**src/rtl/demux_30_hs_pkg.sv**
```systemverilog
// rtl/demux_30_hs_pkg.sv - shared widths, select encodings and ready-mux helper for the 1:2 word demux
package demux_30_hs_pkg;

  localparam int WIDTH_DEF = 30;
  localparam int CNT_W_DEF = 16;

  // Select encodings: s picks the destination slot.
  localparam logic SEL_OUT0 = 1'b0;
  localparam logic SEL_OUT1 = 1'b1;

  // Ready seen by the producer comes only from the slot that is currently selected.
  function automatic logic sel_ready(input logic s, input logic can_load_0, input logic can_load_1);
    return (s == SEL_OUT1) ? can_load_1 : can_load_0;
  endfunction

endpackage

```
**src/rtl/demux_30_hs_if.sv**
```systemverilog
// rtl/demux_30_hs_if.sv - producer/consumer handshake bundle for the 1:2 word demux
interface demux_30_hs_if
  import demux_30_hs_pkg::*;
#(
  parameter int WIDTH = WIDTH_DEF,
  parameter int CNT_W = CNT_W_DEF
) ();

  logic [WIDTH-1:0] in_data;
  logic             in_valid;
  logic             s;
  logic             in_ready;

  logic [WIDTH-1:0] out_0;
  logic             out_0_vld;
  logic             out_0_rdy;

  logic [WIDTH-1:0] out_1;
  logic             out_1_vld;
  logic             out_1_rdy;

  logic [CNT_W-1:0] cnt_0;
  logic [CNT_W-1:0] cnt_1;

  // Demux side: takes the input word and consumer readies, presents slots and counters.
  modport slave (
    input  in_data, in_valid, s, out_0_rdy, out_1_rdy,
    output in_ready, out_0, out_0_vld, out_1, out_1_vld, cnt_0, cnt_1
  );

  // Environment side: the word producer plus both consumers.
  modport master (
    output in_data, in_valid, s, out_0_rdy, out_1_rdy,
    input  in_ready, out_0, out_0_vld, out_1, out_1_vld, cnt_0, cnt_1
  );

endinterface

```
**src/rtl/demux_30_slot.sv**
```systemverilog
// rtl/demux_30_slot.sv - one-entry register slice holding a word until its consumer takes it
module demux_30_slot
  import demux_30_hs_pkg::*;
#(
  parameter int WIDTH = WIDTH_DEF
) (
  input  logic             clk,
  input  logic             rst_n,
  input  logic             load,
  input  logic [WIDTH-1:0] d,
  input  logic             rdy,
  output logic [WIDTH-1:0] q,
  output logic             vld,
  output logic             can_load
);

  // The slot can take a word when empty or when its current word leaves this cycle.
  assign can_load = !vld | rdy;

  // Load wins over drain so a simultaneous drain+load keeps vld high with the new word;
  // a plain drain clears vld but leaves q at its last value.
  always_ff @(posedge clk or negedge rst_n) begin
    if (!rst_n) begin
      q   <= '0;
      vld <= 1'b0;
    end else if (load) begin
      q   <= d;
      vld <= 1'b1;
    end else if (rdy) begin
      vld <= 1'b0;
    end
  end

endmodule

```
**src/rtl/demux_30_hs.sv**
```systemverilog
// rtl/demux_30_hs.sv - 1:2 demux steering 30-bit words into two handshaked slots with per-output counters
module demux_30_hs
  import demux_30_hs_pkg::*;
#(
  parameter int WIDTH = WIDTH_DEF,
  parameter int CNT_W = CNT_W_DEF
) (
  input  logic          clk,
  input  logic          rst_n,
  demux_30_hs_if.slave  bus
);

  logic             can_load_0;
  logic             can_load_1;
  logic             accept;
  logic             load_0;
  logic             load_1;
  logic [CNT_W-1:0] cnt_0_q;
  logic [CNT_W-1:0] cnt_1_q;

  // Back-pressure comes only from the selected slot; the other slot never stalls the producer.
  assign bus.in_ready = sel_ready(bus.s, can_load_0, can_load_1);
  assign accept       = bus.in_valid & bus.in_ready;
  assign load_0       = accept & (bus.s == SEL_OUT0);
  assign load_1       = accept & (bus.s == SEL_OUT1);

  demux_30_slot #(.WIDTH(WIDTH)) u_slot_0 (
    .clk      (clk),
    .rst_n    (rst_n),
    .load     (load_0),
    .d        (bus.in_data),
    .rdy      (bus.out_0_rdy),
    .q        (bus.out_0),
    .vld      (bus.out_0_vld),
    .can_load (can_load_0)
  );

  demux_30_slot #(.WIDTH(WIDTH)) u_slot_1 (
    .clk      (clk),
    .rst_n    (rst_n),
    .load     (load_1),
    .d        (bus.in_data),
    .rdy      (bus.out_1_rdy),
    .q        (bus.out_1),
    .vld      (bus.out_1_vld),
    .can_load (can_load_1)
  );

  // Per-output accepted-word counters; they wrap silently.
  always_ff @(posedge clk or negedge rst_n) begin
    if (!rst_n) begin
      cnt_0_q <= '0;
      cnt_1_q <= '0;
    end else begin
      if (load_0) cnt_0_q <= cnt_0_q + CNT_W'(1);
      if (load_1) cnt_1_q <= cnt_1_q + CNT_W'(1);
    end
  end

  assign bus.cnt_0 = cnt_0_q;
  assign bus.cnt_1 = cnt_1_q;

endmodule

```
**src/flat_wrapper.sv**
```systemverilog
// flat-port wrapper written by rule: the top's interface ports become plain ports
module demux_30_hs_flat import demux_30_hs_pkg::*;
#(
  parameter int WIDTH = WIDTH_DEF,
  parameter int CNT_W = CNT_W_DEF
)
  (clk, rst_n, bus_in_data, bus_in_valid, bus_s, bus_out_0_rdy, bus_out_1_rdy, bus_in_ready, bus_out_0, bus_out_0_vld, bus_out_1, bus_out_1_vld, bus_cnt_0, bus_cnt_1);
  demux_30_hs_if #(.WIDTH(WIDTH), .CNT_W(CNT_W)) bus_i ();
  input  logic clk;
  input  logic rst_n;
  input wire logic [$bits(bus_i.in_data)-1:0] bus_in_data;
  input wire logic [$bits(bus_i.in_valid)-1:0] bus_in_valid;
  input wire logic [$bits(bus_i.s)-1:0] bus_s;
  input wire logic [$bits(bus_i.out_0_rdy)-1:0] bus_out_0_rdy;
  input wire logic [$bits(bus_i.out_1_rdy)-1:0] bus_out_1_rdy;
  output wire logic [$bits(bus_i.in_ready)-1:0] bus_in_ready;
  output wire logic [$bits(bus_i.out_0)-1:0] bus_out_0;
  output wire logic [$bits(bus_i.out_0_vld)-1:0] bus_out_0_vld;
  output wire logic [$bits(bus_i.out_1)-1:0] bus_out_1;
  output wire logic [$bits(bus_i.out_1_vld)-1:0] bus_out_1_vld;
  output wire logic [$bits(bus_i.cnt_0)-1:0] bus_cnt_0;
  output wire logic [$bits(bus_i.cnt_1)-1:0] bus_cnt_1;
  assign bus_i.in_data = bus_in_data;
  assign bus_i.in_valid = bus_in_valid;
  assign bus_i.s = bus_s;
  assign bus_i.out_0_rdy = bus_out_0_rdy;
  assign bus_i.out_1_rdy = bus_out_1_rdy;
  assign bus_in_ready = bus_i.in_ready;
  assign bus_out_0 = bus_i.out_0;
  assign bus_out_0_vld = bus_i.out_0_vld;
  assign bus_out_1 = bus_i.out_1;
  assign bus_out_1_vld = bus_i.out_1_vld;
  assign bus_cnt_0 = bus_i.cnt_0;
  assign bus_cnt_1 = bus_i.cnt_1;
  demux_30_hs #(.WIDTH(WIDTH), .CNT_W(CNT_W)) u_core (.clk(clk), .rst_n(rst_n), .bus(bus_i));
endmodule
```
**config.mk**
```make
export PLATFORM = sky130hd
export DESIGN_NAME = demux_30_hs_flat
export DESIGN_NICKNAME = d
export VERILOG_FILES = /design/src/rtl/demux_30_hs_pkg.sv /design/src/rtl/demux_30_hs_if.sv /design/src/rtl/demux_30_slot.sv /design/src/rtl/demux_30_hs.sv /design/src/flat_wrapper.sv
export SDC_FILE = /design/constraint.sdc
export NUM_CORES = 1
export LEC_CHECK = 0
export ABC_AREA = 1
export CORE_UTILIZATION = 50
export CTS_CLUSTER_SIZE = 20
export DETAILED_ROUTE_END_ITERATION = 8
export PLACE_DENSITY = 0.84
export SYNTH_ARGS = -nofsm -noshare
export SYNTH_HDL_FRONTEND = slang
export SYNTH_SLANG_ARGS = --single-unit
export TNS_END_PERCENT = 10
```
**constraint.sdc**
```tcl
create_clock -name clk -period 3.05 [get_ports clk]
set_input_delay 0.61 -clock clk [delete_from_list [all_inputs] [get_ports clk]]
set_output_delay 0.61 -clock clk [all_outputs]
set_load 0.005 [all_outputs]
```
# --- Word level (Yosys, flattened, before mapping) ---
# Cells that the tools add are included.
# Widths: inputs -> output; s select.
word_totals:
  regBits: 94
  output_inout_bits: 95
  elab_cells: 23
op_classes:
  n_addsub: 2
  n_mux: 5
  bitwise_logic: 6
  reduce_logical: 4
op_table:
  columns: ["cell", "count"]
  rows:
  - ["$add 16x1->16 const B", 2]
  - ["$mux 1", 5]
  - ["$reduce_bool 2->1", 2]
  - ["$and 1x1->1", 3]
  - ["$logic_not 1->1", 2]
  - ["$or 1x1->1", 2]
  - ["$not 1->1", 1]

# --- Logic depth before layout (Yosys ltp) ---
# Gate-level depths: netlist of run 1.
logic_depth:
  word_depth: 6
  ltp_mapped: 8
  mapped_depth_nobuf: 8

# --- Hierarchy ---
# A second synthesis of run 1 with hierarchy kept.
unflattened:
  cells_unflattened: 479
  area_unflattened_um2: 4032.6
by_module_without_submodules:
  columns: ["mod", "n_inst", "cells_each", "area_each_um2", "seq_area_each_um2"]
  rows:
  - ["demux_30_slot", 2, 131, 1158.6, 775.7]
  - ["demux_30_hs", 1, 217, 1715.4, 800.8]

# --- Least setup slack after synthesis of run 1 ---
# OpenSTA, ideal clock, no wires.
synth_path:
  path_type: "input-to-output"
  from: "input bus_out_1_rdy"
  to: "output bus_in_ready"
  arrival_ps: 873
  slack_ps: 1567
  cell_stages: 4
  n_path_buf: 0
  cell_sequence: "inv_1 -> nand2_1 -> nand2_1 -> nand2_1"
synth_via:
  elab_chain_cells: 2
synth_lines:
  columns: ["item", "line", "rtl"]
  rows:
  - ["start, declared", "flat_wrapper.sv:15", "input wire logic [$bits(bus_i.out_1_rdy)-1:0] bus_out_1_rdy;"]
  - ["$or 1x1->1", "demux_30_slot.sv:18", "assign can_load = !vld | rdy;"]
  - ["$mux 1", "demux_30_hs_pkg.sv:13", "return (s == SEL_OUT1) ? can_load_1 : can_load_0;"]
  - ["end, declared", "flat_wrapper.sv:16", "output wire logic [$bits(bus_i.in_ready)-1:0] bus_in_ready;"]
# Every way passes these cells.

# --- Worst setup path after layout of run 1 ---
# Ends and elaborated chain as after synthesis.

==> results.tsv, run 1 <==
metric	value	unit
yosysTopAreaCellShare	0.5783	
hold_violations	0	
fp.dieW	92.20	um
via_per_inst	4.899	
setup_viol	0	
cts_max_path_buffers	2	
seq_area	2352	um^2
dpl.hpwl	6899	um
power.leakage	2.648	nW
syn-cell-area	4068	um^2
rows	32	
finalMaxSlewViolations	0	
layout_min_cycle_time	2.507	ns
routed_wl	9543	um
tightestPinTransition	0.5053	ns
gp_congestion	0.8463	
cts_resized	0	
endpoint_kind	primary output	
start_util	0.5210	
ys_ff_latch	94	
cts_root_buf	clkbuf_8	
peakVddDrop	0.3494	mV
final_core_util	0.7199	
worstPathArrival	1.90	ns
wl_per_cell	13.59	um
yosys-top-cells-area	dfrtp_1 (58%), nand2_1 (13%), o21ai_0 (7.4%), inv_1 (5.3%), nor2_1 (3.8%)	
setup.worst_path.class	in2out	
die_h	92.20	um
slew_headroom	0.6631	
multi_input_area	1398	um^2
n_antenna_cell	0	
num_io_pins	131	
grt_pass1_vias	3359	
num_vias	3439	
rsz0062_at_grt	false	
area_delta_synth_final	38.17	%
synth_cells	467	
synth-edff-count	0	
path_max_fanout	3	
cts.clk_slew.worst_paths	0.10	ns
ys_top_cells_by_count	nand2_1 (141), dfrtp_1 (94), o21ai_0 (60)	
fin_crit_sh	0.8221	
coreArea	7807	um^2
cts_tree	done	
cap_viol_max_count	0	
cts_buffers	9	
fmax	398.8	MHz
design.die.area	8500	um^2
grt_overflow	0	
drtPass1Iterations	4	
grt_max_degree	61	
fin_setup_tns	0	ns
clk_latency	0.35	ns
drc	0	
cts.sinks	94	
yosys.area.top_type	dfrtp_1	
finalNetCount	633	
status	finished, final reports clean	
finalPower	0.003292	W
postCtsSetupBuffers	0	
clock_skew	0.01372	ns
critPathRequiredTime	2.44	ns
synth_top_flop_cell	dfrtp_1	
h-tree-depth	3	
drt_iter0_drc	177	
seq_area_frac_synth	0.5783	
synthArstFlopShare	1.000	
gr-usage-all-layers	0.2372	
ant_nets	0	
cts_hold_buf	0	
layout-drive-gt1-share	0.04667	
start_kind	input port	
num-fill-cells	602	
yosysMostFrequentCell	nand2_1	
yosys_warnings	0	
power_density	585.8	nW/um^2
synth_cell_types	20	
avgSynthCellArea	8.710	um^2
io_buffers	130	
synthesis.nets	505	
antenna_found_initial	0	
worstHoldPathType	in2async	
grt_pass1_wl	15860	um
## worst max-delay path, cell delays in order
cell and delay [ns]:
clkdlybuf4s50_1 0.45, inv_1 0.05, nand2_1 0.15, nand2_1 0.07, nand2_1 0.07, clkdlybuf4s50_1 0.49
## stage by stage
stage	worst slack (ns)	std cells	hold slack, ns	cell area [um^2]
floorplan	1.567	467	0.3144	4068
global placement	0.5504	686	0.4653	5449
detailed placement	0.5421	686	0.4721	5449
CTS	0.5387	702	0.2259	5620
global route	0.4292	702	0.2454	5620
finish	0.5427	702	0.2178	5620
## final cells by class
type,count,area share
timing repair buffer,133,0.2395
sequential,94,0.4185
inverter,60,0.04007
clock buffer,10,0.02271
tap,102,0.02271
clock inverter,6,0.007792
multi-input combinational,297,0.2487
## logic make-up (layout without fill, tap and decap cells)
logic type	Yosys count	in the layout	synth area share
flip-flops	94	94	0.5783
AND/OR/NAND/NOR	214	214	0.2209
buffers and inverters	76	209	0.07813
AO/OA/AOI/OAI	66	66	0.08428
adder cells (fa/ha/maj)	2	2	0.006151
XOR/XNOR	15	15	0.03230
## report_power, final
part / internal [W] / switching (W) / total (W)
sequential: 0.00146 / 0.000187 / 0.00165
clock: 0.000304 / 0.000447 / 0.000751
combinational: 0.000531 / 0.000364 / 0.000895
total: 0.00229 / 0.000998 / 0.00329
## flip-flops by register name (all words and copies together) (netlist names)
name / flops
u_core.u_slot_0.q: 30
u_core.u_slot_0.vld: 1
u_core.u_slot_1.vld: 1
u_core.bus.cnt_1: 16
u_core.bus.cnt_0: 16
u_core.u_slot_1.q: 30
## layer usage
metal  GRT usage  share of wire  vias to the layer above
met5           0              0                        -
met4     0.06901          0.013                        0
met3      0.1061           0.11                       10
met2      0.3725           0.47                      128
met1      0.2959           0.42                     1596
li1            -              -                     1705
## layout by cell type (no fill, tap or decap)
master           synthesis  final
a21oi_1                  1      1
buf_12                   0      2
buf_4                    1      2
clkbuf_1                 7      1
clkbuf_8                 0      9
clkdlybuf4s50_1          0    129
clkinv_2                 0      2
clkinvlp_4               0      1
dfrtp_1                 94     94
ha_1                     2      2
inv_1                   57     57
inv_2                    3      3
inv_6                    0      3
nand2_1                141    141
nand3_1                 12     12
nand3_4                  2      2
nand3b_1                 6      6
nand4_1                  8      8
nor2_1                  41     41
nor2_2                   4      4
o21ai_0                 60     60
o21bai_1                 5      5
xnor2_1                  2      2
xor2_1                  13     13
## worst paths after layout
path | depth (start not counted) | startpoint | end | slack [ns]
max in group asynchronous | 2 | rst_n | u_core.u_slot_0.q[13] | 2.15
setup / recovery | 6 | bus_out_1_rdy | bus_in_ready | 0.54
hold reg to reg | 2 | u_core.u_slot_1.q[16] | u_core.u_slot_1.q[16] | 0.49
hold / removal | 1 | rst_n | u_core.u_slot_0.q[5] | 0.22
setup reg to reg | 4 | u_core.u_slot_1.vld | u_core.u_slot_1.q[26] | 1.48
min in group clk | 2 | u_core.u_slot_1.q[16] | u_core.u_slot_1.q[16] | 0.49
(Power assumes the default switching activity.)
==> run 2, diff against run 1 <==
- CORE_UTILIZATION: 50 -> 46
- PLACE_DENSITY: 0.84 -> 0.78
- clock period: 3.05 -> 2.5 ns (I/O delays scaled with it)
==> run 2 against run 1 <==
- sequential power up 22%
- worst setup slack worse by 0.32 ns
- first-iteration DRC count down 48%
- utilization down 4.5 points
- clock skew down 0.0058 ns
==> results.tsv, run 2 (synthesis results as in run 1) <==
metric	value	unit
grt_overflow	0	
path_max_fanout	3	
cap_viol_max_count	0	
cts_buffers	9	
setup_slack	0.2223	ns
final_area	5658	um^2
postCtsSetupBuffers	0	
cts.clk_slew.worst_paths	0.09	ns
num_vias	3453	
cp_num_buf_inv	3	
path_delay_family	buffers and inverters	
endpoint_kind	primary output	
slew_headroom	0.5858	
num_io_pins	131	
startpoint	bus_out_1_rdy	
grt_pass1_wl	15730	um
layout_min_cycle_time	2.278	ns
finalMaxSlewViolations	0	
drtPass1Iterations	4	
cts_root_buf	clkbuf_8	
start_util	0.4853	
die_h	96.04	um
finalNetCount	636	
fmax	439.0	MHz
hold_violations	0	
cp_slowest_cell	clkdlybuf4s50_1	
critPathRequiredTime	2.00	ns
clk_latency	0.35	ns
cts_resized	0	
gp_congestion	0.8358	
crit_chain	clkdlybuf4s50_1 -> inv_1 -> nand2_1 -> nand2_1 -> nand2_1 -> clkdlybuf4s50_1	
clock_skew	0.007894	ns
power.leakage	2.662	nW
r2r_start	u_core.u_slot_1.vld	
area_delta_synth_final	39.10	%
coreArea	8382	um^2
top_regs	u_core.u_slot_0.q (30), u_core.u_slot_1.q (30)	
drt_iter0_drc	92	
final_common_cell	nand2_1	
start_kind	input port	
cts_max_path_buffers	2	
io_buffers	130	
n_antenna_cell	0	
design.die.area	9223	um^2
crit_top_cell	nand2_1	
cts_tree	done	
cts.sinks	94	
setup.worst_path.class	in2out	
antenna_found_initial	0	
final_cell_mix	nand2_1 (141), clkdlybuf4s50_1 (129), dfrtp_1 (94)	
status	finished, final reports clean	
fin_crit_sh	0.9111	
cts_hold_buf	0	
routed_wl	9665	um
power_density	727.5	nW/um^2
worstHoldPathType	in2async	
setup_viol	0	
rows	33	
slowest_delay	0.50	ns
wl_per_cell	13.65	um
worstPathArrival	1.78	ns
dpl.hpwl	7017	um
peakVddDrop	0.3922	mV
fin_setup_tns	0	ns
layout-drive-gt1-share	0.05141	
grt_pass1_vias	3350	
grt_max_degree	49	
ant_nets	0	
via_per_inst	4.877	
gr-usage-all-layers	0.2228	
dpl_worst_slack	0.2218	ns
drc	0	
h-tree-depth	3	
placed_area	5463	um^2
fp.dieW	96.04	um
tightestPinTransition	0.6213	ns
rsz0062_at_grt	false	
run 2: final timing paths:
path / to / slack (ns) / cells after the start
min in group clk: u_core.u_slot_0.q[0] / 0.49 / 2
hold / removal: u_core.u_slot_0.q[10] / 0.16 / 1
setup / recovery: bus_in_ready / 0.22 / 6
hold reg to reg: u_core.u_slot_0.q[0] / 0.49 / 2
max in group asynchronous: u_core.bus.cnt_0[1] / 1.72 / 2
setup reg to reg: u_core.bus.cnt_1[4] / 1.00 / 5
run 2: through the flow:
step	total power, W	utilization	std cells	hold slack [ns]
final	0.004116	0.6750	708	0.1592
after global routing	0.004366	0.6750	708	0.1986
after CTS	0.004162	0.6750	708	0.1667
after detailed placement	0.003133	0.6517	692	0.4723
after global placement	0.003098	0.6517	692	0.4649
after floorplan	0.002386	-	467	0.2044
run 2: power breakdown:
part / switching, W / internal, W
clock network: 0.000550 / 0.000469
logic: 0.000443 / 0.000647
registers: 0.000226 / 0.00178
total: 0.00122 / 0.00290
run 2: per-layer routing:
layer	global-route usage	vias up	routed length (um)
li1	-	1711	-
met1	0.2715	1609	4009
met2	0.3576	123	4533
met3	0.1003	10	1027
met4	0.06095	0	93
met5	0	-	0
run 2: layout make-up:
type	count	area, um^2
multi-input cells	297	1398
well taps	105	131.4
fillers	709	2724
repair buffers	136	1356
inverters	60	225.2
clock inverters	6	67.56
clock buffers	10	127.6
flip-flops and latches	94	2352
==> run 3, diff against run 2 <==
- ABC_AREA: 1 -> not set
- CORE_UTILIZATION: 46 -> 45
==> run 3 against run 2 <==
- first-iteration DRC count is 20% lower
- sequential cell count did not move
- register-to-register slack worse by 0.21 ns
- combinational power is 5% lower
- global-route usage fell by 1.8 points
- cell area shrank 3.4%
- clock skew increased by 0.0012 ns
- non-clock buffer count down 1
- synthesized area down 7.5%
- synthesized cell count is 31% lower
- critical path type unchanged
==> results.tsv, run 3 <==
metric	value	unit
grt_max_degree	54	
cap_viol_max_count	0	
drtPass1Iterations	4	
start_kind	input port	
drt_iter0_drc	74	
seq_area	2352	um^2
via_per_inst	5.000	
start_util	0.4772	
area_delta_synth_final	45.15	%
top_regs	u_core.u_slot_0.q (30), u_core.u_slot_1.q (30)	
antenna_found_initial	0	
ys_ff_latch	94	
setup_slack	0.1826	ns
num-fill-cells	622	
ant_nets	0	
path_max_fanout	3	
cts_root_buf	clkbuf_8	
die_h	93.45	um
drc	0	
clock_skew	0.009053	ns
pwr-share-comb	0.248	
final_cell_mix	clkdlybuf4s50_1 (129), nand2_1 (106), dfrtp_1 (94)	
worstPathArrival	1.82	ns
grt_overflow	0	
grt_pass1_vias	2861	
fmax	431.5	MHz
n_antenna_cell	0	
fp.dieW	93.45	um
p_clk_frac	0.272	
h-tree-depth	3	
dpl_worst_slack	0.08151	ns
power_density	764.5	nW/um^2
status	finished, final reports clean	
yosysTopAreaCellShare	0.6250	
cts.clk_slew.worst_paths	0.10	ns
num_vias	2820	
p_int	0.003058	W
rr_endpoint	u_core.bus.cnt_0[12]	
placed_area	5231	um^2
rsz0062_at_grt	false	
num_io_pins	131	
yosysMostFrequentCell	nand2_1	
io_buffers	130	
setup_viol	0	
design.die.area	8733	um^2
gr-usage-all-layers	0.2053	
coreArea	7888	um^2
avgSynthCellArea	11.65	um^2
finalNetCount	495	
grt_pass1_wl	13810	um
cts.sinks	94	
synth-edff-count	0	
fin_crit_sh	0.9270	
r2r_start	u_core.bus.cnt_0[0]	
layout_min_cycle_time	2.317	ns
dpl.hpwl	5821	um
synth_cells	323	
yosys-top-cells-area	dfrtp_1 (63%), nand2_1 (11%), mux2_2 (9.3%), xnor2_1 (4.4%), xor2_1 (2.6%)	
hold_violations	0	
reg2reg_slack	0.79	ns
layout-drive-gt1-share	0.1364	
clk_latency	0.36	ns
power.leakage	2.450	nW
worstHoldPathType	in2async	
rows	32	
routed_wl	8312	um
wl_per_cell	14.74	um
setup.worst_path.class	in2out	
seq_area_frac_synth	0.6250	
critPathRequiredTime	2.00	ns
cts_tree	done	
synthArstFlopShare	1.000	
ys_top_cells_by_count	nand2_1 (106), dfrtp_1 (94), mux2_2 (31)	
cts_max_path_buffers	2	
synthesis.nets	361	
startpoint	bus_out_0_rdy	
finalMaxSlewViolations	0	
syn-cell-area	3764	um^2
switching_share	0.2678	
tightestPinTransition	0.5636	ns
final_area	5463	um^2
cts_hold_buf	0	
finalPower	0.004176	W
fin_setup_tns	0	ns
seq_power_share	0.480	
slew_headroom	0.6208	
synth_cell_types	24	
reg2regPathDepth	5	
peakVddDrop	0.4610	mV
multi_input_area	1368	um^2
final_common_cell	clkdlybuf4s50_1	
gp_congestion	0.8098	
cp-endpoint	bus_in_ready	
synth_top_flop_cell	dfrtp_1	
endpoint_kind	primary output	
yosys.area.top_type	dfrtp_1	
cts_buffers	9	
p_sw	0.001118	W
yosys_warnings	0	
run 3: changes by cell type in the layout (fill, tap and decap cells not counted), moves of 4 or more:
cell	change
o21ai_0	-60
inv_1	-57
nor2_1	-36
nand2_1	-35
mux2_2	+31
xnor2_1	+17
nand3b_1	-6
o21bai_1	-5
and3_1	+4
buf_4	-4
run 3: timing repair:
item / in CTS / in global routing
gates resized for setup: 0 / 1
setup buffers: 0 / 0
setup endpoints to repair: 0 / 1
run 3: cell type report:
class / instances / share of cell area
flip-flops and latches: 94 / 0.4306
well taps: 102 / 0.02336
clock inverters: 6 / 0.01672
repair buffers: 135 / 0.2538
clock buffers: 10 / 0.02519
multi-input cells: 217 / 0.2503
run 3: critical path, cell delays in order:
cell	delay, ns
clkdlybuf4s50_1	0.48
nand2b_1	0.16
nor2_1	0.06
a21oi_1	0.11
clkdlybuf4s50_1	0.51
run 3: how the worst min path moves through the flow:
stage	from	endpoint	slack, ns
after floorplan	rst_n	u_core.bus.cnt_0[0]	0.20
after global routing	rst_n	u_core.u_slot_0.q[6]	0.16
after CTS	rst_n	u_core.u_slot_0.q[7]	0.12
final	rst_n	u_core.u_slot_0.q[6]	0.12
after detailed placement	u_core.u_slot_0.q[2]	u_core.u_slot_0.q[2]	0.46
after global placement	u_core.bus.cnt_0[15]	u_core.bus.cnt_0[15]	0.46
run 3: power groups by stage:
stage               clock network, W  registers [W]  logic [W]
finish                       0.00113        0.00200    0.00104
global route                 0.00122        0.00204    0.00114
CTS                          0.00116        0.00200    0.00105
detailed placement                 0        0.00203    0.00105
global placement                   0        0.00202    0.00103
floorplan                          0        0.00202   0.000307
run 3: logic make-up (layout without fill, tap and decap cells):
| kind of cell | Yosys count | after routing | share of synthesized area |
|---|---|---|---|
| adder cells (fa/ha/maj) | 2 | 2 | 0.006648 |
| flip-flops | 94 | 94 | 0.6250 |
| buffers and inverters | 12 | 151 | 0.01496 |
| AO/OA/AOI/OAI | 1 | 1 | 0.001329 |
| AND/OR/NAND/NOR | 153 | 153 | 0.1895 |
| XOR/XNOR | 30 | 30 | 0.06981 |
| multiplexers | 31 | 31 | 0.09275 |
run 3: layer usage:
| metal | vias to the layer above | wire [um] | track usage |
|---|---|---|---|
| li1 | 1326 | - | - |
| met1 | 1387 | 3633 | 0.2693 |
| met2 | 96 | 3868 | 0.3235 |
| met3 | 11 | 698 | 0.05935 |
| met4 | 0 | 111 | 0.07692 |
| met5 | - | 0 | 0 |
run 3: stage by stage:
stage	hold WS, ns	std cells	util
floorplan	0.2044	323	-
global placement	0.4555	548	0.6632
detailed placement	0.4614	548	0.6632
CTS	0.1247	564	0.6923
global route	0.1622	564	0.6926
finish	0.1155	564	0.6926
